--- src/rtl/oled_i2c_arbiter.sv ---
// rtl/oled_i2c_arbiter.sv - N-channel arbiter feeding OLED command sources into the single i2c_master write port
// Grants are held for a whole burst; each accepted strobe becomes one registered i2c transaction.
module oled_i2c_arbiter #(
    parameter int NUM_CH      = 4,
    parameter int ADDR_W      = 8,
    parameter int DATA_W      = 8,
    parameter int RR_MODE     = 1,
    parameter int TIMEOUT_CYC = 50000
) (
    input  logic                     clk,
    input  logic                     reset,
    input  logic [NUM_CH-1:0]        ch_req,
    output logic [NUM_CH-1:0]        ch_gnt,
    input  logic [NUM_CH-1:0]        ch_wen,
    input  logic [NUM_CH*ADDR_W-1:0] ch_addr,
    input  logic [NUM_CH*DATA_W-1:0] ch_data,
    output logic [NUM_CH-1:0]        ch_done,
    output logic [NUM_CH-1:0]        ch_timeout,
    output logic [ADDR_W-1:0]        i2c_reg_addr,
    output logic [DATA_W-1:0]        i2c_reg_data,
    output logic                     i2c_write_en,
    input  logic                     i2c_done,
    output logic                     busy,
    output logic                     wen_overrun
);

    localparam int PTR_W = $clog2(NUM_CH);
    localparam int CNT_W = (TIMEOUT_CYC > 0) ? $clog2(TIMEOUT_CYC + 1) : 1;
    localparam logic [CNT_W-1:0] CNT_LAST = CNT_W'((TIMEOUT_CYC > 0) ? TIMEOUT_CYC - 1 : 0);
    localparam logic [CNT_W-1:0] CNT_MAX  = '1;
    localparam logic [PTR_W-1:0] LAST_CH  = PTR_W'(NUM_CH - 1);
    localparam logic [PTR_W:0]   NUM_CH_X = (PTR_W + 1)'(NUM_CH);

    typedef enum logic [1:0] {IDLE, GRANTED, XFER} state_t;

    state_t              state, state_nxt;
    logic [PTR_W-1:0]    owner, owner_nxt, rr_ptr, rr_ptr_nxt, winner, owner_inc;
    logic [PTR_W:0]      idx;
    logic                found;
    logic [CNT_W-1:0]    cnt, cnt_nxt;
    logic [NUM_CH-1:0]   gnt_nxt, done_nxt, timeout_nxt;
    logic [ADDR_W-1:0]   addr_nxt;
    logic [DATA_W-1:0]   data_nxt;
    logic                write_nxt, overrun_nxt, wd_fire;

    // Scan order starts at rr_ptr in round-robin mode, at ch0 otherwise.
    always_comb begin
        winner = '0;
        found  = 1'b0;
        idx    = '0;
        for (int i = 0; i < NUM_CH; i++) begin
            idx = (RR_MODE != 0) ? ({1'b0, rr_ptr} + (PTR_W + 1)'(i)) : (PTR_W + 1)'(i);
            if (idx >= NUM_CH_X) idx = idx - NUM_CH_X;
            if (!found && ch_req[idx[PTR_W-1:0]]) begin
                found  = 1'b1;
                winner = idx[PTR_W-1:0];
            end
        end
    end

    assign owner_inc = (owner == LAST_CH) ? '0 : owner + 1'b1;
    assign wd_fire   = (TIMEOUT_CYC != 0) && (cnt == CNT_LAST) && !i2c_done;
    assign busy      = |ch_gnt;

    always_comb begin
        state_nxt   = state;
        owner_nxt   = owner;
        rr_ptr_nxt  = rr_ptr;
        gnt_nxt     = ch_gnt;
        cnt_nxt     = cnt;
        addr_nxt    = i2c_reg_addr;
        data_nxt    = i2c_reg_data;
        write_nxt   = 1'b0;
        done_nxt    = '0;
        timeout_nxt = '0;
        // ch_gnt is zero in IDLE, so every strobe there counts as foreign.
        overrun_nxt = (state == XFER) ? |ch_wen : |(ch_wen & ~ch_gnt);
        case (state)
            IDLE: begin
                if (found) begin
                    owner_nxt       = winner;
                    gnt_nxt         = '0;
                    gnt_nxt[winner] = 1'b1;
                    state_nxt       = GRANTED;
                end
            end
            GRANTED: begin
                if (ch_wen[owner]) begin
                    addr_nxt  = ch_addr[owner*ADDR_W +: ADDR_W];
                    data_nxt  = ch_data[owner*DATA_W +: DATA_W];
                    write_nxt = 1'b1;
                    cnt_nxt   = '0;
                    state_nxt = XFER;
                end else if (!ch_req[owner]) begin
                    gnt_nxt    = '0;
                    rr_ptr_nxt = owner_inc;
                    state_nxt  = IDLE;
                end
            end
            XFER: begin
                if (i2c_done) begin
                    done_nxt = ch_gnt;
                    if (ch_req[owner]) begin
                        state_nxt = GRANTED;
                    end else begin
                        gnt_nxt    = '0;
                        rr_ptr_nxt = owner_inc;
                        state_nxt  = IDLE;
                    end
                end else if (wd_fire) begin
                    timeout_nxt = ch_gnt;
                    gnt_nxt     = '0;
                    rr_ptr_nxt  = owner_inc;
                    state_nxt   = IDLE;
                end else if (cnt != CNT_MAX) begin
                    cnt_nxt = cnt + 1'b1;
                end
            end
            default: state_nxt = IDLE;
        endcase
    end

    always_ff @(posedge clk or negedge reset) begin
        if (!reset) begin
            state        <= IDLE;
            owner        <= '0;
            rr_ptr       <= '0;
            cnt          <= '0;
            ch_gnt       <= '0;
            ch_done      <= '0;
            ch_timeout   <= '0;
            i2c_reg_addr <= '0;
            i2c_reg_data <= '0;
            i2c_write_en <= 1'b0;
            wen_overrun  <= 1'b0;
        end else begin
            state        <= state_nxt;
            owner        <= owner_nxt;
            rr_ptr       <= rr_ptr_nxt;
            cnt          <= cnt_nxt;
            ch_gnt       <= gnt_nxt;
            ch_done      <= done_nxt;
            ch_timeout   <= timeout_nxt;
            i2c_reg_addr <= addr_nxt;
            i2c_reg_data <= data_nxt;
            i2c_write_en <= write_nxt;
            wen_overrun  <= overrun_nxt;
        end
    end

endmodule

--- config.mk ---
export PLATFORM = sky130hd
export DESIGN_NAME = oled_i2c_arbiter
export DESIGN_NICKNAME = d
export VERILOG_FILES = /design/src/rtl/oled_i2c_arbiter.sv
export SDC_FILE = /design/constraint.sdc
export NUM_CORES = 1
export LEC_CHECK = 0
export CORE_MARGIN = 3
export CORE_UTILIZATION = 35
export DETAILED_ROUTE_END_ITERATION = 8
export MAX_ROUTING_LAYER = met4
export SYNTH_ARGS = -nofsm -noshare
export SYNTH_HDL_FRONTEND = slang
export SYNTH_SLANG_ARGS = --single-unit
--- constraint.sdc ---
create_clock -name clk -period 6.7 [get_ports clk]
set_input_delay 1.34 -clock clk [delete_from_list [all_inputs] [get_ports clk]]
set_output_delay 1.34 -clock clk [all_outputs]
set_load 0.02 [all_outputs]
After elaboration in Yosys (flattened, before gate mapping) --
Index checks and enable logic that the tools add are counted.
Word-level totals: register bits after elaboration 52, output and inout bits 31, word-level logic and storage cells 127, bits of input ports 75
Operators by class: magnitude comparators 11, bitwise gates (word level) 2, shifts and indexed selects 2, $add $sub $neg 9, muxes and demuxes 58, equal/unequal tests 13, reduce and logical (&&, ||, !) cells 21
Operators with widths (count):
- $mux W16 | 4
- $shiftx A32 B6 Y8 | 2
- $mux W4 | 10
- $mux W2 | 18
- $pmux W16 S2 | 1
- $lt A2 B3 Y1 const B | 6
- $add A16 B1 Y16 const B | 1
- $eq A16 B16 Y1 const B | 1
- $ne A16 B16 Y1 const B | 1
- $mux W1 | 15
- $bmux W1 S2 | 6
- $pmux W4 S3 | 1
- $reduce_or A4 Y1 | 3
- $ne A2 B2 Y1 const B | 5
- $ge A3 B3 Y1 const B | 3
- $sub A2 B1 Y2 const B | 4
- $add A2 B2 Y3 const B | 2
- $ne A3 B3 Y1 const B | 2
- $pmux W2 S3 | 1
- $reduce_and A3 Y1 | 2
- $logic_and A1 B1 Y1 | 5
- $reduce_and A5 Y1 | 1
- $and A4 B4 Y4 | 1
- $eq A2 B2 Y1 const B | 2
- other kinds (15) | 19

Logic depth before layout (Yosys ltp) --
Gate-level depths: netlist (run 1).
depth after elaboration 20, gate-level depth with buffers 8

Worst setup path after synthesis (run 1) --
OpenSTA, ideal clock, no wires.
path type input to register, start input port ch_wen[3], end register i2c_reg_addr[0], data required time 6.575 ns, slack 3.753 ns, stages 4, path buffers 1, arrival 2.822 ns, library setup time 0.125 ns, cells stage by stage mux4_2 -> nand2_1 -> clkbuf_1 -> mux2_2
Between the ends: longest elaborated chain between the ends 3
Ends and longest elaborated chain:
- from (decl) | RTL line 14 | input logic [NUM_CH-1:0] ch_wen,
- $bmux W1 S2 | RTL line 88 | if (ch_wen[owner]) begin
- $mux W1 (not written as such) | RTL line 88
- $reduce_and A2 Y1 (no source line)
- to (signal assigned) | RTL line 144 | i2c_reg_addr <= addr_nxt;
- to (decl) | RTL line 19 | output logic [ADDR_W-1:0] i2c_reg_addr,
No other way between the ends. The select of a mux whose other input is x is not followed. A chain may end at the register's enable or synchronous reset.

Worst setup path after layout (run 1) --
start input port ch_wen[3], end register rr_ptr[1]
Between the ends: longest elaborated chain between the ends 4
Ends and longest elaborated chain:
- $bmux W1 S2 | RTL line 88
- $mux W1 (not written as such) | RTL line 88
- $ne A2 B2 Y1 (no source line)
- $reduce_and A3 Y1 (no source line)
- to (signal assigned) | RTL line 139 | rr_ptr <= rr_ptr_nxt;
- to (decl) | RTL line 37 | logic [PTR_W-1:0] owner, owner_nxt, rr_ptr, rr_ptr_nxt, winner, owner_inc;
No other way between the ends. The select of a mux whose other input is x is not followed.

==> results.sh, run 1 <==
export IMPL_status="finished, final reports clean"
export IMPL_relSlewSlack=0.410
export IMPL_syn_area_um2=3000
export IMPL_p_seq_frac=0.331
export IMPL_r2r_cells=4
export IMPL_synth_edf_count=0
export IMPL_vias=2555
export IMPL_hold_class="flop to flop"
export IMPL_diodes=0
export IMPL_place_congestion=0.869
export IMPL_finalSetupViolCount=0
export IMPL_synth_adder_area_share=0.0250
export IMPL_drive_gt1_frac=0.147
export IMPL_drtAntennaViolNets=0
export IMPL_synthesis_nets=347
export IMPL_end_kind="flop"
export IMPL_swShare=0.381
export IMPL_path_class="input port to flop"
export IMPL_yosysSeqAreaShare=0.433
export IMPL_ys_async_sr_fraction=1.00
export IMPL_cts_root_buffer="clkbuf_8"
export IMPL_rows=33
export IMPL_tritoncts="built"
export IMPL_required_ns=6.90
export IMPL_intPower_mw=0.883
export IMPL_worst_pin_slew_ns=0.885
export IMPL_worst_path_stages=5
export IMPL_grt_max_degree=53
export IMPL_layout_setup_ws_ns=3.34
export IMPL_first_pass_iters=4
export IMPL_synth_seq_cells=52
export IMPL_synth_compound_area_frac=0.106
export IMPL_totalWireLength_mm=7.72
export IMPL_p_leak_nw=1.71
export IMPL_die_w_um=98.6
export IMPL_wire_per_inst_um=16.1
export IMPL_ys_types=53
export IMPL_yosys_most_used_dff="dfrtp_1"
export IMPL_num_io_pins=106
export IMPL_clockBufferDepth=2
export IMPL_crit_path_max_fanout=19
export IMPL_fin_crit_ns=3.36
export IMPL_grt_total_usage=0.165
export IMPL_crit_chain="clkdlybuf4s50_1 > mux4_2 > nand2_1 > nand4_1 > mux2_2"
export IMPL_vdd_drop_max_uv=143
export IMPL_grt_first_pass_wirelength_mm=12.8
export IMPL_synthMuxAreaShare=0.221
export IMPL_synth_xor_area_share=0.0117
export IMPL_dp_hpwl_mm=5.83
export IMPL_drv_cap=0
export IMPL_drc=0
export IMPL_finalClockSkew_ns=0.0141
export IMPL_critPathLaunchType="input port"
export IMPL_slew_viol_final=0
export IMPL_hold_violations=0
export IMPL_cts_buffers=5
export IMPL_antenna_found_initial=0
export IMPL_yosys_area_share_simple=0.171
export IMPL_fin_crit_sh=0.501
export IMPL_critPathTopFamily="multiplexers"
export IMPL_layout_commonest_cell="clkdlybuf4s50_1"
export IMPL_synthCells=266
export IMPL_synth_top_family_by_area="multiplexers"
export IMPL_p_comb_frac=0.537
export IMPL_numPortBuffers=105
export IMPL_path_buf_inv=1
export IMPL_viasPerCell=5.35
export IMPL_rsz0062_at_grt="no"
export IMPL_crit_arrival_ns=3.56
export IMPL_utilization=0.515
export IMPL_clock_latency_ns=0.31
export IMPL_final_nets=453
export IMPL_cts_sinks=52
export IMPL_yosysWarnings=0
export IMPL_area_delta_synth_final_pct=41.6
export IMPL_power_switching_mw=0.543
export IMPL_die_height_um=98.6
export IMPL_fmax_mhz=298
export IMPL_overflow=0
export IMPL_place_ws_ns=2.97
export IMPL_cts_htree_levels=2
export IMPL_clockPowerShare=0.132
export IMPL_coreArea_um2=8260
export IMPL_path_clk_slew_ns=0.09
export IMPL_final_fill_count=755
export IMPL_cts_setup_buffers=0
export IMPL_synth_area_per_cell_um2=11.3
export IMPL_dieArea_um2=9730
export IMPL_postCtsHoldBufs=0
export IMPL_grt_pass1_vias=2566
export IMPL_drt_iter0_drc=184
export IMPL_hold_path_depth=1
export IMPL_p_per_area_nw_per_um2=335
export IMPL_layout_common_cells="clkdlybuf4s50_1, dfrtp_1, nor2_1, mux2_2, nand2_1"
export IMPL_cp_slowest_cell="nand2_1"
export IMPL_start_util=0.364
export IMPL_tns_ns=0
export IMPL_slowest_delay_ns=0.60
export IMPL_cts_resized=0
registers in the layout, summed over array words and instances (netlist names):
| register | flops |
|---|---|
| i2c_reg_data | 8 |
| i2c_reg_addr | 8 |
| ch_done | 4 |
| wen_overrun | 1 |
| cnt | 16 |
| rr_ptr | 2 |
| ch_timeout | 4 |
| owner | 2 |
| i2c_write_en | 1 |
| ch_gnt | 4 |
| state | 2 |
layer usage:
metal  GRT usage  routed length [um]
met3      0.0226                 481
met2       0.259                3740
met1       0.231                3440
met5           -                   0
met4      0.0315                  61
Yosys cell counts, drive strengths merged (5+ instances only):
cell type	n	area share
clkbuf	5	0.0062
nand3	9	0.015
mux4	18	0.13
a22o	5	0.015
nor2	23	0.029
a21oi	7	0.012
ha	6	0.025
mux2	22	0.082
o21ai	5	0.0096
and3	6	0.012
nand2	21	0.026
dfrtp	52	0.43
nand4	7	0.015
inv	16	0.020
worst reg2reg max path, stage by stage, from the launching register on:
cell and delay (ns):
dfrtp_1 0.93, mux4_2 0.49, nand2_1 0.60, nand4_1 0.28, mux2_2 0.33
layout make-up:
type	count	area (um2)	share of cell area
Clock buffer	7	86.3	0.0203
Clock inverter	1	7.51	0.00176
Inverter	17	63.8	0.0150
Multi-Input combinational cell	189	1600	0.377
Sequential cell	52	1300	0.306
Tap cell	105	131	0.0309
Timing Repair Buffer	107	1060	0.249
power by group through the flow:
stage / clock (mW) / combinational (mW) / sequential, mW
after global placement: 0 / 0.770 / 0.478
after detailed placement: 0 / 0.776 / 0.482
final: 0.188 / 0.765 / 0.472
after global routing: 0.207 / 0.827 / 0.489
after CTS: 0.194 / 0.779 / 0.475
after floorplan: 0 / 0.437 / 0.529
kinds of logic after synthesis:
group                      count (synthesis)
DFF                                       52
and+or+nand+nor                           95
xor gates and xnor gates                   4
adders and majority gates                  6
AOI/OAI and AO/OA                         43
muxes                                     41
buffers and inverters                     25
worst paths after layout:
| check | startpoint | to | slack (ns) |
|---|---|---|---|
| min in group asynchronous | reset | cnt[0]$_DFFE_PN0P_ | 1.13 |
| max in group asynchronous | reset | i2c_reg_addr[3]$_DFFE_PN0P_ | 5.12 |
| worst max register to register | owner[1]$_DFFE_PN0P_ | rr_ptr[1]$_DFFE_PN0P_ | 3.97 |
| worst min register to register | i2c_reg_addr[2]$_DFFE_PN0P_ | i2c_reg_addr[2]$_DFFE_PN0P_ | 0.51 |
| worst min-delay path | i2c_reg_addr[2]$_DFFE_PN0P_ | i2c_reg_addr[2]$_DFFE_PN0P_ | 0.51 |
| worst max-delay path | ch_wen[3] | rr_ptr[1]$_DFFE_PN0P_ | 3.34 |
stage by stage:
| step | hold WS [ns] | cell area, um2 | cells | power [mW] |
|---|---|---|---|---|
| final | 0.514 | 4260 | 478 | 1.43 |
| after global routing | 0.526 | 4260 | 478 | 1.52 |
| after CTS | 0.519 | 4260 | 478 | 1.45 |
| after detailed placement | 0.497 | 4160 | 470 | 1.26 |
| after global placement | 0.488 | 4160 | 470 | 1.25 |
| after floorplan | 0.505 | 3000 | 266 | 0.966 |
Note: power is estimated with default switching activity, not from simulation.
==> inputs of run 2 (changes only) <==
==> constraint.sdc (replaced) <==
create_clock -name clk -period 3.28 [get_ports clk]
set_input_delay 0.656 -clock clk [delete_from_list [all_inputs] [get_ports clk]]
set_output_delay 0.656 -clock clk [all_outputs]
set_load 0.02 [all_outputs]
==> run 2 against run 1 <==
Net effect: global-route usage rose by 1.4 points; routed wire length rose by 3.9%; clock power rose by 110%; flip-flop and latch count did not move; critical endpoint is now cnt[15]$_DFFE_PN0P_; non-clock buffer count rose by 4; combinational power rose by 120%; final cell count rose by 0.84%; sequential share of layout area fell by 0.23 points; worst setup slack got worse by 2.7 ns.
==> results.sh, run 2 (synthesized netlist as in run 1, its figures left out) <==
export IMPL_first_pass_iters=4
export IMPL_start_util=0.364
export IMPL_finalClockSkew_ns=0.0104
export IMPL_slew_viol_final=0
export IMPL_grt_pass1_vias=2626
export IMPL_dp_hpwl_mm=6.23
export IMPL_finalSetupViolCount=0
export IMPL_clockBufferDepth=2
export IMPL_worst_pin_slew_ns=0.642
export IMPL_cts_buffers=5
export IMPL_place_congestion=0.836
export IMPL_required_ns=3.52
export IMPL_p_leak_nw=1.74
export IMPL_layout_common_cells="clkdlybuf4s50_1, dfrtp_1, nor2_1, mux2_2, nand2_1"
export IMPL_vdd_drop_max_uv=385
export IMPL_cts_setup_buffers=0
export IMPL_wire_per_inst_um=16.6
export IMPL_power_switching_mw=1.14
export IMPL_fmax_mhz=376
export IMPL_fin_crit_sh=0.810
export IMPL_p_comb_frac=0.554
export IMPL_layout_commonest_cell="clkdlybuf4s50_1"
export IMPL_rsz0062_at_grt="no"
export IMPL_p_per_area_nw_per_um2=693
export IMPL_clockPowerShare=0.134
export IMPL_coreArea_um2=8260
export IMPL_grt_max_degree=30
export IMPL_drc=0
export IMPL_reg_top3="cnt x16, i2c_reg_addr x8, i2c_reg_data x8"
export IMPL_drt_iter0_drc=86
export IMPL_cts_htree_levels=2
export IMPL_drive_gt1_frac=0.159
export IMPL_cts_sinks=52
export IMPL_place_ws_ns=0.485
export IMPL_largest_register="cnt"
export IMPL_vias=2570
export IMPL_diodes=0
export IMPL_rows=33
export IMPL_utilization=0.519
export IMPL_cts_resized=0
export IMPL_drv_cap=0
export IMPL_cts_root_buffer="clkbuf_8"
export IMPL_dieArea_um2=9730
export IMPL_intPower_mw=1.83
export IMPL_status="finished, final reports clean"
export IMPL_layout_setup_ws_ns=0.623
export IMPL_largest_reg_flops=16
export IMPL_grt_first_pass_wirelength_mm=13.6
export IMPL_totalWireLength_mm=8.02
export IMPL_die_height_um=98.6
export IMPL_relSlewSlack=0.572
export IMPL_path_class="flop to flop"
export IMPL_crit_path_max_fanout=18
export IMPL_placed_area_um2=4190
export IMPL_num_io_pins=106
export IMPL_numPortBuffers=105
export IMPL_critPathLaunchType="flop"
export IMPL_area_delta_synth_final_pct=42.7
export IMPL_end_kind="flop"
export IMPL_fin_crit_ns=2.66
export IMPL_swShare=0.384
export IMPL_hold_violations=0
export IMPL_final_nets=457
export IMPL_grt_total_usage=0.179
export IMPL_hold_class="input port to asynchronous set/reset pin"
export IMPL_viasPerCell=5.33
export IMPL_tns_ns=0
export IMPL_crit_arrival_ns=2.89
export IMPL_drtAntennaViolNets=0
export IMPL_post_route_cell_area_um2=4290
export IMPL_die_w_um=98.6
export IMPL_tritoncts="built"
export IMPL_antenna_found_initial=0
export IMPL_p_seq_frac=0.313
export IMPL_clock_latency_ns=0.31
export IMPL_overflow=0
export IMPL_path_clk_slew_ns=0.10
export IMPL_postCtsHoldBufs=0
-- run 2: worst paths after layout --
check / startpoint / to / slack (ns) / cells after the start
worst max-delay path: state[0]$_DFFE_PN0P_ / cnt[15]$_DFFE_PN0P_ / 0.62 / 7
worst min-delay path: reset / cnt[0]$_DFFE_PN0P_ / 0.31 / 1
worst max register to register: state[0]$_DFFE_PN0P_ / cnt[15]$_DFFE_PN0P_ / 0.62 / 7
worst min register to register: i2c_reg_addr[1]$_DFFE_PN0P_ / i2c_reg_addr[1]$_DFFE_PN0P_ / 0.52 / 1
max in group asynchronous: reset / i2c_reg_addr[6]$_DFFE_PN0P_ / 2.18 / 2
min in group clk: i2c_reg_addr[1]$_DFFE_PN0P_ / i2c_reg_addr[1]$_DFFE_PN0P_ / 0.52 / 1
-- run 2: worst max-delay path, cell delays in order (launching register included) --
cell and delay (ns):
dfrtp_1 0.40, inv_1 0.08, ha_1 0.43, and2_1 0.33
or3_1 0.45, a211oi_1 0.45, and3_1 0.26, mux2i_1 0.18
-- run 2: routing by layer --
layer / up-vias / global-route usage / share of wire
met1: 1277 / 0.237 / 0.46
met2: 55 / 0.285 / 0.49
met3: 4 / 0.0276 / 0.038
met4: 0 / 0.0504 / 0.0092
li1: 1234 / - / -
met5: - / - / 0
-- run 2: cell type report --
cell class / instances / area [um2]
Multi-Input combinational cell: 189 / 1600
Inverter: 17 / 63.8
Tap cell: 105 / 131
Timing Repair Buffer: 111 / 1090
Fill cell: 768 / 3970
Sequential cell: 52 / 1300
Clock inverter: 2 / 13.8
Clock buffer: 6 / 82.6
-- run 2: power groups by stage --
| stage | logic (mW) | registers, mW | clock network (mW) |
|---|---|---|---|
| floorplan | 0.894 | 1.08 | 0 |
| global placement | 1.64 | 0.934 | 0 |
| detailed placement | 1.67 | 0.941 | 0 |
| CTS | 1.67 | 0.928 | 0.411 |
| global route | 1.79 | 0.950 | 0.441 |
| finish | 1.65 | 0.929 | 0.397 |
-- run 2: per-stage QoR --
stage / hold WS, ns / std cells / power, mW
finish: 0.308 / 482 / 2.97
global route: 0.353 / 482 / 3.18
CTS: 0.329 / 482 / 3.01
detailed placement: 0.493 / 474 / 2.61
global placement: 0.488 / 474 / 2.58
floorplan: 0.360 / 266 / 1.97
